===== config.mk =====
export PLATFORM = sky130hd
export DESIGN_NAME = cc_micro_sequencer
export DESIGN_NICKNAME = d
export VERILOG_FILES = /design/src/rtl/cc_micro_sequencer.sv
export SDC_FILE = /design/constraint.sdc
export NUM_CORES = 1
export LEC_CHECK = 0
export ABC_CLOCK_PERIOD_IN_PS = 4100
export CORE_AREA = 2 2 76 78
export CTS_CLUSTER_DIAMETER = 100
export DETAILED_ROUTE_END_ITERATION = 8
export DIE_AREA = 0 0 78 80
export GPL_ROUTABILITY_DRIVEN = 1
export PLACE_DENSITY = 0.61
export SYNTH_ARGS = -nofsm -noshare
export SYNTH_HDL_FRONTEND = slang
export SYNTH_SLANG_ARGS = --single-unit
export TNS_END_PERCENT = 100

===== constraint.sdc =====
create_clock -name MicroSeq_CLOCK_50 -period 4.1 [get_ports MicroSeq_CLOCK_50]
set_input_delay 0.82 -clock MicroSeq_CLOCK_50 [delete_from_list [all_inputs] [get_ports MicroSeq_CLOCK_50]]
set_output_delay 0.82 -clock MicroSeq_CLOCK_50 [all_outputs]
set_load 0.03 [all_outputs]

===== src/rtl/cc_micro_sequencer.sv =====
// ----------------------------------------------------------------------------
// cc_micro_sequencer
//   Microprogram sequencer for the ARC control section. Holds the microPC
//   that addresses the (asynchronous) control store and advances it once per
//   committed microinstruction by increment, MIR jump address or opcode
//   decode. Stalls on memory handshakes, supports halt/start and counts
//   committed microinstructions (saturating).
//
// Ports
//   MicroSeq_CLOCK_50     in   system clock, rising edge
//   MicroSeq_RESET_InLow  in   synchronous reset, active low
//   MicroSeq_Start        in   leave IDLE/HALT, execute from current microPC
//   MicroSeq_Halt         in   stop after the microinstruction committing now
//   MicroSeq_Select       in   CS Address Mux select (00 next, 01 jump,
//                              10 decode, 11 illegal)
//   MicroSeq_JumpAddr     in   MIR JUMP ADDR field
//   MicroSeq_Op           in   IR[31:30]
//   MicroSeq_Op3          in   IR[24:19]
//   MicroSeq_MemReq       in   current MIR requests main memory
//   MicroSeq_MemAck       in   main memory completes the request this cycle
//   MicroSeq_CSAddr       out  registered microPC
//   MicroSeq_ExecEn       out  current microinstruction commits this cycle
//   MicroSeq_Running      out  state is RUN or WAIT_MEM
//   MicroSeq_Error        out  sticky: illegal select was committed
//   MicroSeq_Count        out  committed-microinstruction count, saturating
// ----------------------------------------------------------------------------
module cc_micro_sequencer #(
    parameter int DATAWIDTH_ADDR  = 11,
    parameter int DATAWIDTH_SEL   = 2,
    parameter int DATAWIDTH_COUNT = 16
) (
    input  logic                       MicroSeq_CLOCK_50,
    input  logic                       MicroSeq_RESET_InLow,
    input  logic                       MicroSeq_Start,
    input  logic                       MicroSeq_Halt,
    input  logic [DATAWIDTH_SEL-1:0]   MicroSeq_Select,
    input  logic [DATAWIDTH_ADDR-1:0]  MicroSeq_JumpAddr,
    input  logic [1:0]                 MicroSeq_Op,
    input  logic [5:0]                 MicroSeq_Op3,
    input  logic                       MicroSeq_MemReq,
    input  logic                       MicroSeq_MemAck,
    output logic [DATAWIDTH_ADDR-1:0]  MicroSeq_CSAddr,
    output logic                       MicroSeq_ExecEn,
    output logic                       MicroSeq_Running,
    output logic                       MicroSeq_Error,
    output logic [DATAWIDTH_COUNT-1:0] MicroSeq_Count
);

    localparam logic [DATAWIDTH_SEL-1:0] SEL_NEXT    = DATAWIDTH_SEL'(0);
    localparam logic [DATAWIDTH_SEL-1:0] SEL_JUMP    = DATAWIDTH_SEL'(1);
    localparam logic [DATAWIDTH_SEL-1:0] SEL_DECODE  = DATAWIDTH_SEL'(2);
    localparam logic [DATAWIDTH_SEL-1:0] SEL_ILLEGAL = DATAWIDTH_SEL'(3);

    typedef enum logic [1:0] {
        ST_IDLE,
        ST_RUN,
        ST_WAIT_MEM,
        ST_HALT
    } state_t;

    state_t                    state;
    logic                      commit;
    logic [DATAWIDTH_ADDR-1:0] next_addr;
    logic [DATAWIDTH_ADDR-1:0] decode_addr;

    // Opcode decode target: {1, op, op3, 00}
    assign decode_addr = DATAWIDTH_ADDR'({1'b1, MicroSeq_Op, MicroSeq_Op3, 2'b00});

    always_comb begin
        next_addr = MicroSeq_CSAddr + 1'b1;
        case (MicroSeq_Select)
            SEL_JUMP:   next_addr = MicroSeq_JumpAddr;
            SEL_DECODE: next_addr = decode_addr;
            default:    next_addr = MicroSeq_CSAddr + 1'b1;
        endcase
    end

    // Commit is combinational because ExecEn must gate register writes in
    // the same cycle the microinstruction is presented.
    always_comb begin
        commit = 1'b0;
        case (state)
            ST_RUN:      commit = !MicroSeq_MemReq || MicroSeq_MemAck;
            ST_WAIT_MEM: commit = MicroSeq_MemAck;
            default:     commit = 1'b0;
        endcase
    end

    assign MicroSeq_ExecEn  = commit;
    assign MicroSeq_Running = (state == ST_RUN) || (state == ST_WAIT_MEM);

    always_ff @(posedge MicroSeq_CLOCK_50) begin
        if (!MicroSeq_RESET_InLow) begin
            state           <= ST_IDLE;
            MicroSeq_CSAddr <= '0;
            MicroSeq_Error  <= 1'b0;
            MicroSeq_Count  <= '0;
        end else begin
            case (state)
                ST_IDLE, ST_HALT: begin
                    if (MicroSeq_Start) begin
                        state <= ST_RUN;
                    end
                end
                ST_RUN, ST_WAIT_MEM: begin
                    if (commit) begin
                        MicroSeq_CSAddr <= next_addr;
                        if (MicroSeq_Count != '1) begin
                            MicroSeq_Count <= MicroSeq_Count + 1'b1;
                        end
                        if (MicroSeq_Select == SEL_ILLEGAL) begin
                            MicroSeq_Error <= 1'b1;
                        end
                        state <= MicroSeq_Halt ? ST_HALT : ST_RUN;
                    end else begin
                        // Halt is deliberately ignored while stalled.
                        state <= ST_WAIT_MEM;
                    end
                end
                default: state <= ST_IDLE;
            endcase
        end
    end

    // SEL_NEXT is covered by the default branch of the next-address mux.
    logic unused_sel_next;
    assign unused_sel_next = ^SEL_NEXT;

endmodule


* Word-level counts from Yosys, hierarchy flattened *
Cells that the tools add are included.

word-level totals
  bits of input ports = 27
  output and inout port bits = 30
  word-level logic and storage cells = 29
  bits in registers = 30

operators by class
  reductions and logical operators = 9
  equal/unequal tests = 8
  multiplexer cells = 6
  add/sub/neg operators = 2

operators by type and width
  cell                   number
  $pmux 11 s2            1
  $add 16x1->16 const B  1
  $ne 16x16->1 const B   1
  $add 11x1->11 const B  1
  $eq 2x2->1 const B     4
  $mux 2                 3
  $reduce_and 3->1       2
  $eq 2x1->1 const B     2
  $pmux 2 s2             1
  $reduce_or 2->1        2
  $logic_not 2->1        1
  $logic_or 1x1->1       2
  $ne 2x2->1 const B     1
  $pmux 1 s2             1
  $reduce_and 2->1       1
  $logic_not 1->1        1

* Longest topological paths before layout *
  word-level depth = 5
  mapped depth = 8
  gate-level depth less buffers = 7

* Worst setup path before layout *
No wires, ideal clock.

  kind = in2out
  start = input port MicroSeq_MemAck
  end = output port MicroSeq_ExecEn
  slack = 1.668 ns
  path buffers = 1
  data required time = 3.280 ns
  arrival = 1.612 ns
  cell stages on the path = 4
  path through = nand2b_1 -> a31oi_4 -> inv_1 -> buf_2

between the ends
  cells in the longest elaborated chain, start to end = 2

RTL lines
  item              RTL line  RTL
  from (decl)       41        input logic MicroSeq_MemAck,
  $logic_or 1x1->1  83        ST_RUN: commit = !MicroSeq_MemReq || MicroSeq_MemAck;
  $pmux 1 s2 *      82        case (state)
  to (decl)         43        output logic MicroSeq_ExecEn,

Every way passes the cells marked *; elsewhere a longest branch is shown, timed or not.

* Worst setup path after layout *
Ends and elaborated chain as after synthesis.

==> metrics <==
Fmax 0.319 GHz; dominant cell type by area after synthesis dfxtp_1; Worst setup EP type output port; initial cell density of the core 0.341; max_cap viols 0; IO Pins 57; worst vdd ir 167 µV; Root Buffer Master clkbuf_8; postcts setup bufs 0; Fin. Hold Viols 0; status finished, final reports clean; DRC viols 0; Worst-Margin Slew 0.738 ns; Avg Inst Size Synth 8.33 µm²; ranking of synthesized cells by area dfxtp_1, a21oi_1, ha_1; die area 0.00624 mm²; Final Max Slew Viols 0; routed vias 1,881; DR vias/cell 5.41; post-route clock period utilization 0.764; gr ovfl total 0; synth warn 0; Clock Skews 0.00513 ns; First-pass DRT Iterations 4; CTS Hold Buffers Added 0; cells along the critical path clkdlybuf4s50_1 > nand2b_1 > a31oi_4 > inv_1 > clkdlybuf4s50_1; Worst-Skew Late Latency 0.29 ns; Synth cell types 46; gr usage total 0.161; Power Density 362 mW/mm²; Crit Path Class input port to output port; CTS tree done; Fill cells 579; HPWL Detailed 3.37 mm; CORE AREA 0.00541 mm²; nets 309; pin count of the biggest net entering global routing 37; Post-Route WL 4.78 mm; Critical-path top delay cell clkdlybuf4s50_1; RSZ-0062 raised after global routing false; initial DRC count 68; Setup crit start MicroSeq_MemAck; die height 80 µm; initial antenna violation count 0; Port-buffer cells 56; register area 601 µm²; Antenna Cells 0; final setup TNS 0 ns; relative slew slack 0.507; final RePlAce weighted congestion 0.839; Worst EP arrival 2.31 ns; share of the yosys chip area belonging to registers 0.326; leakage power 0.000873 µW; Critical R2R Launch state[0]$_SDFFE_PN0P_; Largest stage delay, worst path 0.68 ns; die width 78 µm; CTS buffer count 5; Req. time, crit path 3.28 ns; Multi-input gate area 0.00113 mm²; antenna-violating nets left 0; Final min period 3.13 ns; startpoint types input port; synthesized cell area 0.00184 mm²; cell count after synthesis 221; total power 919 µW; share of layout cells above drive strength 1 0.0725; CTS clk-pin slew, worst paths 0.07 ns; most used cell, CP clkdlybuf4s50_1; Yosys top cell area share 0.326; vias in the first global route 1,766; P&R area growth vs syn 38.0%; Final setup viols 0; Wirelength per Cell 13.7 µm; first-pass GRT wire length 8.03 mm; # resized after CTS 0; Crit path max-delay family buffers and inverters; worst hold path class flip-flop to flip-flop; post-synthesis net count 255; Site Rows 27; Synth Register Bits 30; H-tree levels 2; Clock Path Buffers 2; worst-path fanout max 2; TritonCTS Sinks 30; Critical path buffers and inverters 3; min-delay src MicroSeq_Error$_SDFFE_PN0P_
report_power, final:
group	internal, µW	total, µW	switching, µW
clock	135	256	121
sequential	316	342	25.8
combinational	133	321	188
total	584	919	335
metal layers:
layer | track usage | part of all wire | up-vias
li1 | - | - | 948
met1 | 0.191 | 0.46 | 883
met2 | 0.281 | 0.49 | 48
met3 | 0.0362 | 0.053 | 2
met4 | 0.0649 | 0.0031 | 0
met5 | 0 | 0 | -
synth_stat cells, drive strengths merged:
cell type and n:
nor2 9, nand2 19, inv 12, o41ai 2, nand3b 1, mux2i 5, o31a 2, nand4 7
o221a 2, buf 5, nor4 7, o32ai 1, and3b 1, o211a 3, a31oi 2, a22o 1
ha 7, or4 8, o31ai 8, dfxtp 30, nor4b 1, nand2b 6, o22ai 2, and3 3
a211o 1, clkbuf 7, a211oi 4, and4 2, o21a 1, a221o 1, a21oi 21, and2 1
nand3 9, nor3 8, o21ai 14, or3 2, a22oi 6
kinds of logic after synthesis:
family                   after synthesis  synth area share
AO/OA/AOI/OAI                         71             0.268
multiplexers                           5            0.0272
adder cells (fa/ha/maj)                7            0.0476
flip-flops                            30             0.326
AND/OR/NAND/NOR                       84             0.269
buffers and inverters                 24            0.0619
registers in the layout, indices dropped and copies added, names as in the netlist:
signal	flops
MicroSeq_Count	16
MicroSeq_CSAddr	11
MicroSeq_Error	1
state	2
tightest hold or removal path, cell delays in order (launching register included):
cell	delay [ns]
dfxtp_1	0.34
a21oi_1	0.04
nor2_1	0.07
stage by stage:
stage | hold WS, ns | setup WS, ns | instances | util | area, µm²
6_report | 0.486 | 0.970 | 348 | 0.470 | 2540
5_1_grt | 0.532 | 0.903 | 348 | 0.470 | 2540
4_1_cts | 0.491 | 0.951 | 348 | 0.470 | 2540
3_5_place_dp | 0.474 | 0.962 | 340 | 0.452 | 2440
3_3_place_gp | 0.459 | 0.967 | 340 | 0.452 | 2440
2_1_floorplan | 0.552 | 1.67 | 221 | - | 1840
placed cells by master (no fill, tap or decap), types with 4 or more instances in the layout:
master and instances:
nor4_1 6, nor3_1 8, a211oi_1 4, or4_1 8, a22oi_1 6, ha_1 7, clkdlybuf4s50_1 56, inv_1 12
o31ai_1 8, nand3_1 8, dfxtp_1 30, o21ai_0 11, nand2_1 19, nor2_1 9, mux2i_1 5, clkbuf_8 6
nand4_1 6, a21oi_1 20, nand2b_1 6
cell type report:
| class | count | share of cell area |
|---|---|---|
| inverters | 12 | 0.0177 |
| multi-input cells | 167 | 0.443 |
| flip-flops and latches | 30 | 0.236 |
| clock inverters | 2 | 0.00493 |
| clock buffers | 6 | 0.0325 |
| repair buffers | 59 | 0.230 |
| well taps | 72 | 0.0355 |
final timing paths:
path	endpoint	slack [ns]	cells past startpoint
min reg2reg	MicroSeq_Error$_SDFFE_PN0P_	0.49	2
max reg2reg	MicroSeq_Count[4]$_SDFFE_PN0P_	2.06	7
min	MicroSeq_Error$_SDFFE_PN0P_	0.49	2
max	MicroSeq_ExecEn	0.97	5
Power figures use the tool's default switching activity.
